`config.mk`:
```
export PLATFORM = sky130hd
export DESIGN_NAME = clock_failover_controller
export DESIGN_NICKNAME = d
export VERILOG_FILES = /design/src/rtl/clock_failover_controller_pkg.sv /design/src/rtl/clock_activity_detector.sv /design/src/rtl/clock_failover_controller.sv
export SDC_FILE = /design/constraint.sdc
export NUM_CORES = 1
export LEC_CHECK = 0
export CORE_MARGIN = 5
export CORE_UTILIZATION = 50
export CTS_CLUSTER_DIAMETER = 80
export DETAILED_ROUTE_END_ITERATION = 7
export DONT_BUFFER_PORTS = 1
export PLACE_DENSITY = 0.65
export SYNTH_ARGS = -nofsm -noshare
export SYNTH_HDL_FRONTEND = slang
export SYNTH_SLANG_ARGS = --single-unit
```
`constraint.sdc`:
```
create_clock -name clock -period 1.98 [get_ports clock]
set_clock_uncertainty 0.05 [all_clocks]
set_input_delay 0.396 -clock clock [delete_from_list [all_inputs] [get_ports clock]]
set_output_delay 0.396 -clock clock [all_outputs]
set_load 0.03 [all_outputs]
```
`src/rtl/clock_failover_controller_pkg.sv`:
```
// rtl/clock_failover_controller_pkg.sv - shared FSM type and width helpers for the clock failover controller
// Purpose: state encoding and counter-width helpers used by the top level and the per-channel detector.
// Ports: none (package).
package clock_failover_controller_pkg;

  typedef enum logic [1:0] {
    IDLE   = 2'd0,
    LOCKED = 2'd1,
    GUARD  = 2'd2
  } state_e;

  // Window counter spans 0..window-1.
  function automatic int win_cnt_w(input int window);
    return (window > 1) ? $clog2(window) : 1;
  endfunction

  // Edge counter saturates at min_edges, so it needs min_edges+1 codes.
  function automatic int edge_cnt_w(input int min_edges);
    return (min_edges > 0) ? $clog2(min_edges + 1) : 1;
  endfunction

  // Streak saturates at holdoff.
  function automatic int streak_w(input int holdoff);
    return (holdoff > 0) ? $clog2(holdoff + 1) : 1;
  endfunction

  function automatic int idx_w(input int channels);
    return (channels > 1) ? $clog2(channels) : 1;
  endfunction

  // Guard counter counts 0..guard_cycles-1.
  function automatic int guard_cnt_w(input int guard_cycles);
    return $clog2(guard_cycles + 1);
  endfunction

endpackage

```
`src/rtl/clock_activity_detector.sv`:
```
// rtl/clock_activity_detector.sv - per-channel activity qualifier for one monitored clock
// Purpose: synchronise one candidate clock, count its rising edges per window and
//          qualify it alive after HOLDOFF consecutive good windows.
// Ports:
//   clock           in  reference clock
//   resetn          in  asynchronous active-low reset
//   monitored_clock in  candidate clock, treated as asynchronous data
//   window_end      in  one-cycle strobe on the last cycle of each window
//   alive           out registered alive flag
module clock_activity_detector
  import clock_failover_controller_pkg::*;
#(
  parameter int STAGES    = 2,
  parameter int MIN_EDGES = 4,
  parameter int HOLDOFF   = 2
) (
  input  logic clock,
  input  logic resetn,
  input  logic monitored_clock,
  input  logic window_end,
  output logic alive
);

  localparam int EW = edge_cnt_w(MIN_EDGES);
  localparam int SW = streak_w(HOLDOFF);
  localparam logic [EW-1:0] EDGE_SAT   = EW'(MIN_EDGES);
  localparam logic [SW-1:0] STREAK_SAT = SW'(HOLDOFF);

  logic [STAGES-1:0] sync_q, sync_d;
  logic              prev_q, prev_d;
  logic [EW-1:0]     edge_cnt_q, edge_cnt_d;
  logic [SW-1:0]     streak_q, streak_d;
  logic              alive_q, alive_d;
  logic              rise;

  always_comb begin
    sync_d     = {sync_q[STAGES-2:0], monitored_clock};
    prev_d     = sync_q[STAGES-1];
    rise       = sync_q[STAGES-1] & ~prev_q;
    edge_cnt_d = edge_cnt_q;
    streak_d   = streak_q;
    alive_d    = alive_q;
    if (window_end) begin
      // An edge landing on the window-end cycle itself is dropped: the counter restarts at 0.
      edge_cnt_d = '0;
      if (edge_cnt_q >= EDGE_SAT) begin
        if (streak_q != STREAK_SAT) begin
          streak_d = streak_q + 1'b1;
        end
        alive_d = (streak_d == STREAK_SAT);
      end else begin
        // One bad window is enough to drop the channel.
        streak_d = '0;
        alive_d  = 1'b0;
      end
    end else if (rise && (edge_cnt_q != EDGE_SAT)) begin
      edge_cnt_d = edge_cnt_q + 1'b1;
    end
  end

  always_ff @(posedge clock or negedge resetn) begin
    if (!resetn) begin
      sync_q     <= '0;
      prev_q     <= 1'b0;
      edge_cnt_q <= '0;
      streak_q   <= '0;
      alive_q    <= 1'b0;
    end else begin
      sync_q     <= sync_d;
      prev_q     <= prev_d;
      edge_cnt_q <= edge_cnt_d;
      streak_q   <= streak_d;
      alive_q    <= alive_d;
    end
  end

  assign alive = alive_q;

endmodule

```
`src/rtl/clock_failover_controller.sv`:
```
// rtl/clock_failover_controller.sv - prioritised N-input clock failover supervisor
// Purpose: qualifies CHANNELS candidate clocks and drives the one-hot select of a
//          glitch-free clock multiplexer, with a guard gap on every switch.
// Build option: CLOCK_FAILOVER_CONTROLLER_REVERTIVE_EN selects revertive policy
//               (return to a higher-priority clock as soon as it is alive).
// Ports:
//   clock            in  reference clock
//   resetn           in  asynchronous active-low reset
//   monitored_clocks in  candidate clocks, sampled as asynchronous data
//   channel_enable   in  per-channel qualification mask
//   clocks_alive     out registered per-channel alive status (not gated by enable)
//   selection        out one-hot mux select, zero when nothing is selected
//   selection_index  out binary index of the selection, holds while not valid
//   selection_valid  out selection is non-zero
//   switch_event     out one-cycle pulse on each entry into LOCKED
module clock_failover_controller
  import clock_failover_controller_pkg::*;
#(
  parameter int CHANNELS     = 4,
  parameter int STAGES       = 2,
  parameter int WINDOW       = 64,
  parameter int MIN_EDGES    = 4,
  parameter int HOLDOFF      = 2,
  parameter int GUARD_CYCLES = 4
) (
  input  logic                        clock,
  input  logic                        resetn,
  input  logic [CHANNELS-1:0]         monitored_clocks,
  input  logic [CHANNELS-1:0]         channel_enable,
  output logic [CHANNELS-1:0]         clocks_alive,
  output logic [CHANNELS-1:0]         selection,
  output logic [$clog2(CHANNELS)-1:0] selection_index,
  output logic                        selection_valid,
  output logic                        switch_event
);

  localparam int WW = win_cnt_w(WINDOW);
  localparam int IW = idx_w(CHANNELS);
  localparam int GW = guard_cnt_w(GUARD_CYCLES);
  localparam logic [WW-1:0] WIN_LAST   = WW'(WINDOW - 1);
  localparam logic [GW-1:0] GUARD_LAST = GW'(GUARD_CYCLES - 1);

  logic [WW-1:0]       win_q, win_d;
  logic                window_end;
  logic [CHANNELS-1:0] alive;
  logic [CHANNELS-1:0] eff_alive;
  logic                cand_valid;
  logic [IW-1:0]       cand_idx;
  state_e              state_q, state_d;
  logic [IW-1:0]       sel_idx_q, sel_idx_d;
  logic [GW-1:0]       guard_q, guard_d;
  logic                event_q, event_d;
  logic                leave_locked;

  always_comb begin
    window_end = (win_q == WIN_LAST);
    win_d      = window_end ? '0 : win_q + 1'b1;
  end

  for (genvar c = 0; c < CHANNELS; c++) begin : g_chan
    clock_activity_detector #(
      .STAGES   (STAGES),
      .MIN_EDGES(MIN_EDGES),
      .HOLDOFF  (HOLDOFF)
    ) u_detector (
      .clock          (clock),
      .resetn         (resetn),
      .monitored_clock(monitored_clocks[c]),
      .window_end     (window_end),
      .alive          (alive[c])
    );
  end

  // The enable mask gates every cycle, so dropping it acts like an immediate death.
  always_comb begin
    eff_alive  = alive & channel_enable;
    cand_valid = |eff_alive;
    cand_idx   = '0;
    for (int i = CHANNELS - 1; i >= 0; i--) begin
      if (eff_alive[i]) begin
        cand_idx = IW'(i);
      end
    end
  end

  always_comb begin
`ifdef CLOCK_FAILOVER_CONTROLLER_REVERTIVE_EN
    leave_locked = !eff_alive[sel_idx_q] || (cand_valid && (cand_idx < sel_idx_q));
`else
    leave_locked = !eff_alive[sel_idx_q];
`endif
    state_d   = state_q;
    sel_idx_d = sel_idx_q;
    guard_d   = guard_q;
    event_d   = 1'b0;
    case (state_q)
      IDLE: begin
        if (cand_valid) begin
          state_d   = LOCKED;
          sel_idx_d = cand_idx;
          event_d   = 1'b1;
        end
      end
      LOCKED: begin
        // Every switch goes through GUARD, even when a replacement is already alive.
        if (leave_locked) begin
          state_d = GUARD;
          guard_d = '0;
        end
      end
      GUARD: begin
        if (guard_q == GUARD_LAST) begin
          if (cand_valid) begin
            state_d   = LOCKED;
            sel_idx_d = cand_idx;
            event_d   = 1'b1;
          end else begin
            state_d = IDLE;
          end
        end else begin
          guard_d = guard_q + 1'b1;
        end
      end
      default: state_d = IDLE;
    endcase
  end

  always_ff @(posedge clock or negedge resetn) begin
    if (!resetn) begin
      win_q     <= '0;
      state_q   <= IDLE;
      sel_idx_q <= '0;
      guard_q   <= '0;
      event_q   <= 1'b0;
    end else begin
      win_q     <= win_d;
      state_q   <= state_d;
      sel_idx_q <= sel_idx_d;
      guard_q   <= guard_d;
      event_q   <= event_d;
    end
  end

  always_comb begin
    selection = '0;
    if (state_q == LOCKED) begin
      selection[sel_idx_q] = 1'b1;
    end
  end

  assign selection_valid = (state_q == LOCKED);
  assign selection_index = sel_idx_q;
  assign switch_event    = event_q;
  assign clocks_alive    = alive;

endmodule

```
=== Word level (Yosys, flattened, before mapping) ===
Cells that the tools add are included.

* Input port bits: 10
* Register bits after elaboration: 50

* Bitwise gates (word level): 9
* Multiplexer cells: 52
* Reductions and logical operators: 16
* Add/sub/neg operators: 10
* Magnitude comparators: 6
* Equal/unequal tests: 20

{| class="wikitable"
|+ Operator list
! cell !! count
|-
| $mux W2 || 25
|-
| $mux W3 || 10
|-
| $ne A2 B2 Y1 const B || 8
|-
| $add A3 B1 Y3 const B || 5
|-
| $ge A3 B3 Y1 const B || 4
|-
| $ne A3 B3 Y1 const B || 4
|-
| $reduce_bool A2 Y1 || 6
|-
| $eq A2 B2 Y1 const B || 5
|-
| $mux W1 || 9
|-
| $add A2 B1 Y2 const B || 4
|-
| $add A6 B1 Y6 const B || 1
|-
| $eq A6 B6 Y1 const B || 1
|-
| $mux W6 || 1
|-
| $pmux W2 S3 || 1
|-
| $pmux W3 S2 || 1
|-
| $reduce_and A3 Y1 || 2
|-
| $logic_and A1 B1 Y1 || 5
|-
| $and A1 B1 Y1 || 4
|-
| $and A4 B4 Y4 || 1
|-
| $mux W4 || 1
|-
| $not A1 Y1 || 4
|-
| $pmux W2 S2 || 1
|-
| $reduce_or A4 Y1 || 1
|-
| $eq A3 B2 Y1 const B || 1
|-
| 8 further kinds || 8
|}

=== Logic depth before layout (Yosys ltp) ===
* Word-level depth: 8
* Mapped depth: 6
* Depth with buffers taken out: 6

=== Cells and area by module ===
A second synthesis with hierarchy kept.

* Cell total of the unflattened synthesis: 193
* Area, all modules: 2193.4 um^2

{| class="wikitable"
|+ By module, submodules not included
! module !! area an instance (um^2) !! sequential area each (um^2) !! instances !! cells each
|-
| clock_activity_detector || 377.9 || 200.2 || 4 || 32
|-
| clock_failover_controller || 681.9 || 350.3 || 1 || 65
|}

=== Worst setup path after synthesis ===
No wires, ideal clock.

* Kind: register to output
* Start: register sel_idx_q[1] (netlist: selection_index[1])
* End: output selection[2]
* Path slack: 0.065 ns
* Cell stages (with the launch flop): 3
* Arrival: 1.469 ns
* Cell sequence: dfrtp_1 clkbuf_2 nor3b_1

* Word-level cells in the longest chain between the ends: 5
* Elaborated cells on any way between the ends: 6

{| class="wikitable"
|+ Ends and longest elaborated chain
! item !! line !! source
|-
| start, declared || clock_failover_controller.sv:50 || <nowiki>logic [IW-1:0] sel_idx_q, sel_idx_d;</nowiki>
|-
| start signal, assigned || clock_failover_controller.sv:138 || <nowiki>sel_idx_q <= sel_idx_d;</nowiki>
|-
| $lt A2 B3 Y1 (not written as such) or $ge A2 B1 Y1 (tied branches) || clock_failover_controller.sv:147 || <nowiki>selection[sel_idx_q] = 1'b1;</nowiki>
|-
| $logic_and A1 B1 Y1 (not written as such) || clock_failover_controller.sv:147 ||
|-
| $mux W1 (not written as such) || clock_failover_controller.sv:147 ||
|-
| $demux W1 S2 (*) || clock_failover_controller.sv:147 ||
|-
| $mux W4 (*) || clock_failover_controller.sv:146 || <nowiki>if (state_q == LOCKED) begin</nowiki>
|-
| end, declared || clock_failover_controller.sv:31 || <nowiki>output logic [CHANNELS-1:0] selection,</nowiki>
|}

Mark *: on every way between the ends. The rest lies on a longest branch, timed or not.

=== Worst setup path in the final report ===
* Start: register state_q[1]
* End: output selection[1]

* Word-level cells in the longest chain between the ends: 2

{| class="wikitable"
|+ Ends and longest elaborated chain
! item !! line !! source
|-
| start, declared || clock_failover_controller.sv:49 || <nowiki>state_e state_q, state_d;</nowiki>
|-
| start signal, assigned || clock_failover_controller.sv:137 || <nowiki>state_q <= state_d;</nowiki>
|-
| $eq A2 B1 Y1 || clock_failover_controller.sv:146 ||
|-
| $mux W4 || clock_failover_controller.sv:146 ||
|}

Every way passes these cells.

==> impl_summary.txt <==
----------------------------------------------------
[Die]
  Core footprint ... 4354 um^2
  Die width ... 76.99 um
  Starting density of the core ... 51.52%
  Height of the die ... 76.99 um
  I/O Pins ... 22
  Area of the die ... 5927 um^2
  Std cell rows ... 24

[Synth]
  Netlist area before placement ... 2243 um^2
  Mean instance size in the synthesized netlist ... 11.22 um^2
  Number of enable flip-flop cells after synthesis ... 0
  Distinct cell type count of the synthesized netlist ... 42
  List of most frequent post-synthesis cells ... dfrtp_1 (46), inv_1 (28), nor2_1 (18), ha_1 (15), nand3_1 (11)
  #FFs+latches synth ... 46
  Yosys top cell by area ... dfrtp_1
  Commonest register cell after synthesis ... dfrtp_1
  Most instantiated library cell after synthesis ... dfrtp_1
  Cell types occupying the most area after synthesis ... dfrtp_1 (51%), ha_1 (8.4%), inv_1 (4.7%), xnor2_1 (3.5%), nor2_1 (3.0%)
  Net count after synthesis ... 225
  Sequential cell area fraction in the yosys report ... 51.31%
  Share of synthesized registers carrying an async set or reset ... 100.0%
  Number of warning messages in the yosys log ... 0
  Post-synthesis instance total ... 200
  Share of Yosys cell area claimed by the top area cell type ... 51.31%

[GRT]
  Global-route wire length before repair ... 6320 um
  Pin count of the biggest net entering global routing ... 47
  Total routing resource utilization after global routing ... 12.93%
  Vias in the first global route ... 1403
  Initial antenna violation count ... 0
  Global route total overflow ... 0

[Setup path]
  Critical Path Source Type ... flop
  Kind of critical path ... reg2out
  CP endpoint kind ... output port
  Slowest cell on the critical path ... dfrtp_2
  Critical-path cell list ... nand2b_1 -> inv_2 -> nand2_1 -> nor2_2 -> buf_4
  Maximum single-stage delay on the critical path ... 450 ps
  Crit Path Max Fanout ... 8
  Arrival @ worst endpoint ... 1420 ps
  Data required time at the worst endpoint ... 1530 ps

[Clocking]
  Clock tree from TritonCTS ... yes
  CTS H-Tree Depth ... 2
  Max Root-Sink Buffers ... 2
  Number of buffers created by CTS ... 5
  Worst skew pair latency ... 290 ps
  Clock transition at path regs ... 80 ps
  Root Buffer Master ... clkbuf_8
  Clock net sink count ... 46

[Timing]
  Max-slew violation total from the final report ... 0
  Worst-Margin Slew ... 534.7 ps
  Hold Fails Final Rpt ... 0
  Headroom to the max-slew limit ... 64.36%
  Unrepaired setup endpoints after global routing ... false
  Post-layout min period ... 1866 ps
  Top achievable clock speed ... 535.8 MHz
  Fin Setup TNS ... 0 ps
  Period utilisation layout ... 94.26%
  Setup-violating endpoint count in the final report ... 0

[Min path]
  Classification of the worst-slack hold path ... in2reg

[Power]
  Maximum resistive drop on vdd ... 505.2 uV
  Power per cell area ... 941.2 nW/um^2
  Leakage power figure ... 1.096 nW

[Routing]
  Drt pass-1 iters ... 4
  Number of DRC violations after detailed routing ... 0
  Mean routed wirelength per cell ... 13.76 um
  Total number of vias ... 1400
  Final routed wirelength across all metal layers ... 3536 um
  DR iter-0 viols ... 65
  Number of routed nets with antenna violations ... 0
  Via density per instance ... 5.447

[Finish]
  Area growth from synthesis to final layout ... 7.529%
  Final nets ... 229
  N_diodes ... 0
  Share of post-route cells with drive strength above 1 ... 17.07%
  Number of non-filler instances in the completed layout ... 257

[Placed design]
  Detailed Place HPWL ... 2494 um
  Cell count after placement ... 247
  Weighted congestion reported at the end of routability-driven placement ... 0.7179
  Count of buffers from port buffering ... 0

[Flow run]
  Max-cap violations ... 0

[Status]
  Result of the run ... finished, final reports clean

----------------------------------------------------
path summary, 6_finish.rpt:
| kind | start | end | depth (start not counted) | slack (ps) |
|---|---|---|---|---|
| setup / recovery | state_q[1] | selection[1] | 5 | 110 |
| hold / removal | monitored_clocks[3] | g_chan[3].u_detector.sync_q[0] | 0 | 80 |
| setup reg to reg | guard_q[0] | selection_index[0] | 6 | 210 |
| hold reg to reg | g_chan[1].u_detector.sync_q[0] | g_chan[1].u_detector.sync_q[1] | 0 | 300 |
| max in group asynchronous | resetn | state_q[1] | 2 | 1110 |
| min in group asynchronous | resetn | switch_event | 2 | 550 |
layer usage:
metal	routed length, um	vias to the layer above	global-route usage, %
met2	1724	29	21.31
li1	-	675	-
met3	209	5	4.567
met5	0	-	0
met1	1555	691	15.61
met4	47	0	4.639
cell usage in the layout (no fill, tap or decap), types with 3 or more instances in the layout:
cell,n
dfrtp_1,44
inv_1,27
nor2_1,17
ha_1,15
nand3_1,11
xnor2_1,9
o21ai_2,6
clkbuf_8,6
nand2_1,5
buf_4,5
a21oi_1,4
o21ai_0,4
mux2i_1,4
a211oi_1,3
a2111oi_2,3
flip-flops by register name, indices dropped and copies added (netlist names):
name	flops
g_chan.u_detector.prev_q	4
selection_index	2
g_chan.u_detector.alive	4
g_chan.u_detector.streak_q	4
win_q	6
guard_q	3
state_q	2
g_chan.u_detector.edge_cnt_q	12
switch_event	1
g_chan.u_detector.sync_q	8
timing repair:
action	in CTS	in global routing
setup endpoints to repair	0	2
endpoints found under the hold margin	46	0
gates resized for setup	0	4
buffers inserted	0	0
hold buffers	2	0
worst max-delay path, delay by kind of cell (launching register included):
kind,cells,cell delay (ps)
buffers and inverters,2,270
DFF,1,450
and+or+nand+nor,3,400
kinds of logic after synthesis:
family	after synthesis	synth area share [%]
multiplexers	5	2.454
flip-flops	46	51.31
AND/OR/NAND/NOR	52	12.55
adder cells (fa/ha/maj)	15	8.366
buffers and inverters	38	7.864
XOR/XNOR	11	4.295
AO/OA/AOI/OAI	33	13.16
cell type report:
| type | instances | area, um^2 |
|---|---|---|
| clock buffer | 6 | 82.58 |
| sequential | 46 | 1154 |
| inverter | 28 | 105.1 |
| tap | 52 | 65.06 |
| timing repair buffer | 7 | 75.07 |
| clock inverter | 2 | 12.51 |
| multi-input combinational | 116 | 918.4 |
| fill | 384 | 1942 |
metrics by stage:
stage | power, mW | setup WS (ps) | cell area (um^2) | utilization (%) | hold WS (ps)
after floorplan | 1.590 | 64.92 | 2243 | - | 50.41
after global placement | 1.632 | 286.4 | 2275 | 52.24 | 51.58
after detailed placement | 1.689 | 234.3 | 2275 | 52.24 | 52.31
after CTS | 2.316 | 58.00 | 2407 | 55.29 | 59.48
after global routing | 2.429 | 10.29 | 2412 | 55.40 | 44.11
final | 2.270 | 113.7 | 2412 | 55.40 | 75.57
where the power goes:
part | total, mW | leakage, nW | internal (mW) | switching [mW]
clock | 0.584 | 0.0472 | 0.281 | 0.304
combinational | 0.447 | 0.488 | 0.219 | 0.228
sequential | 1.24 | 0.560 | 1.08 | 0.159
Power figures use the tool's default switching activity.
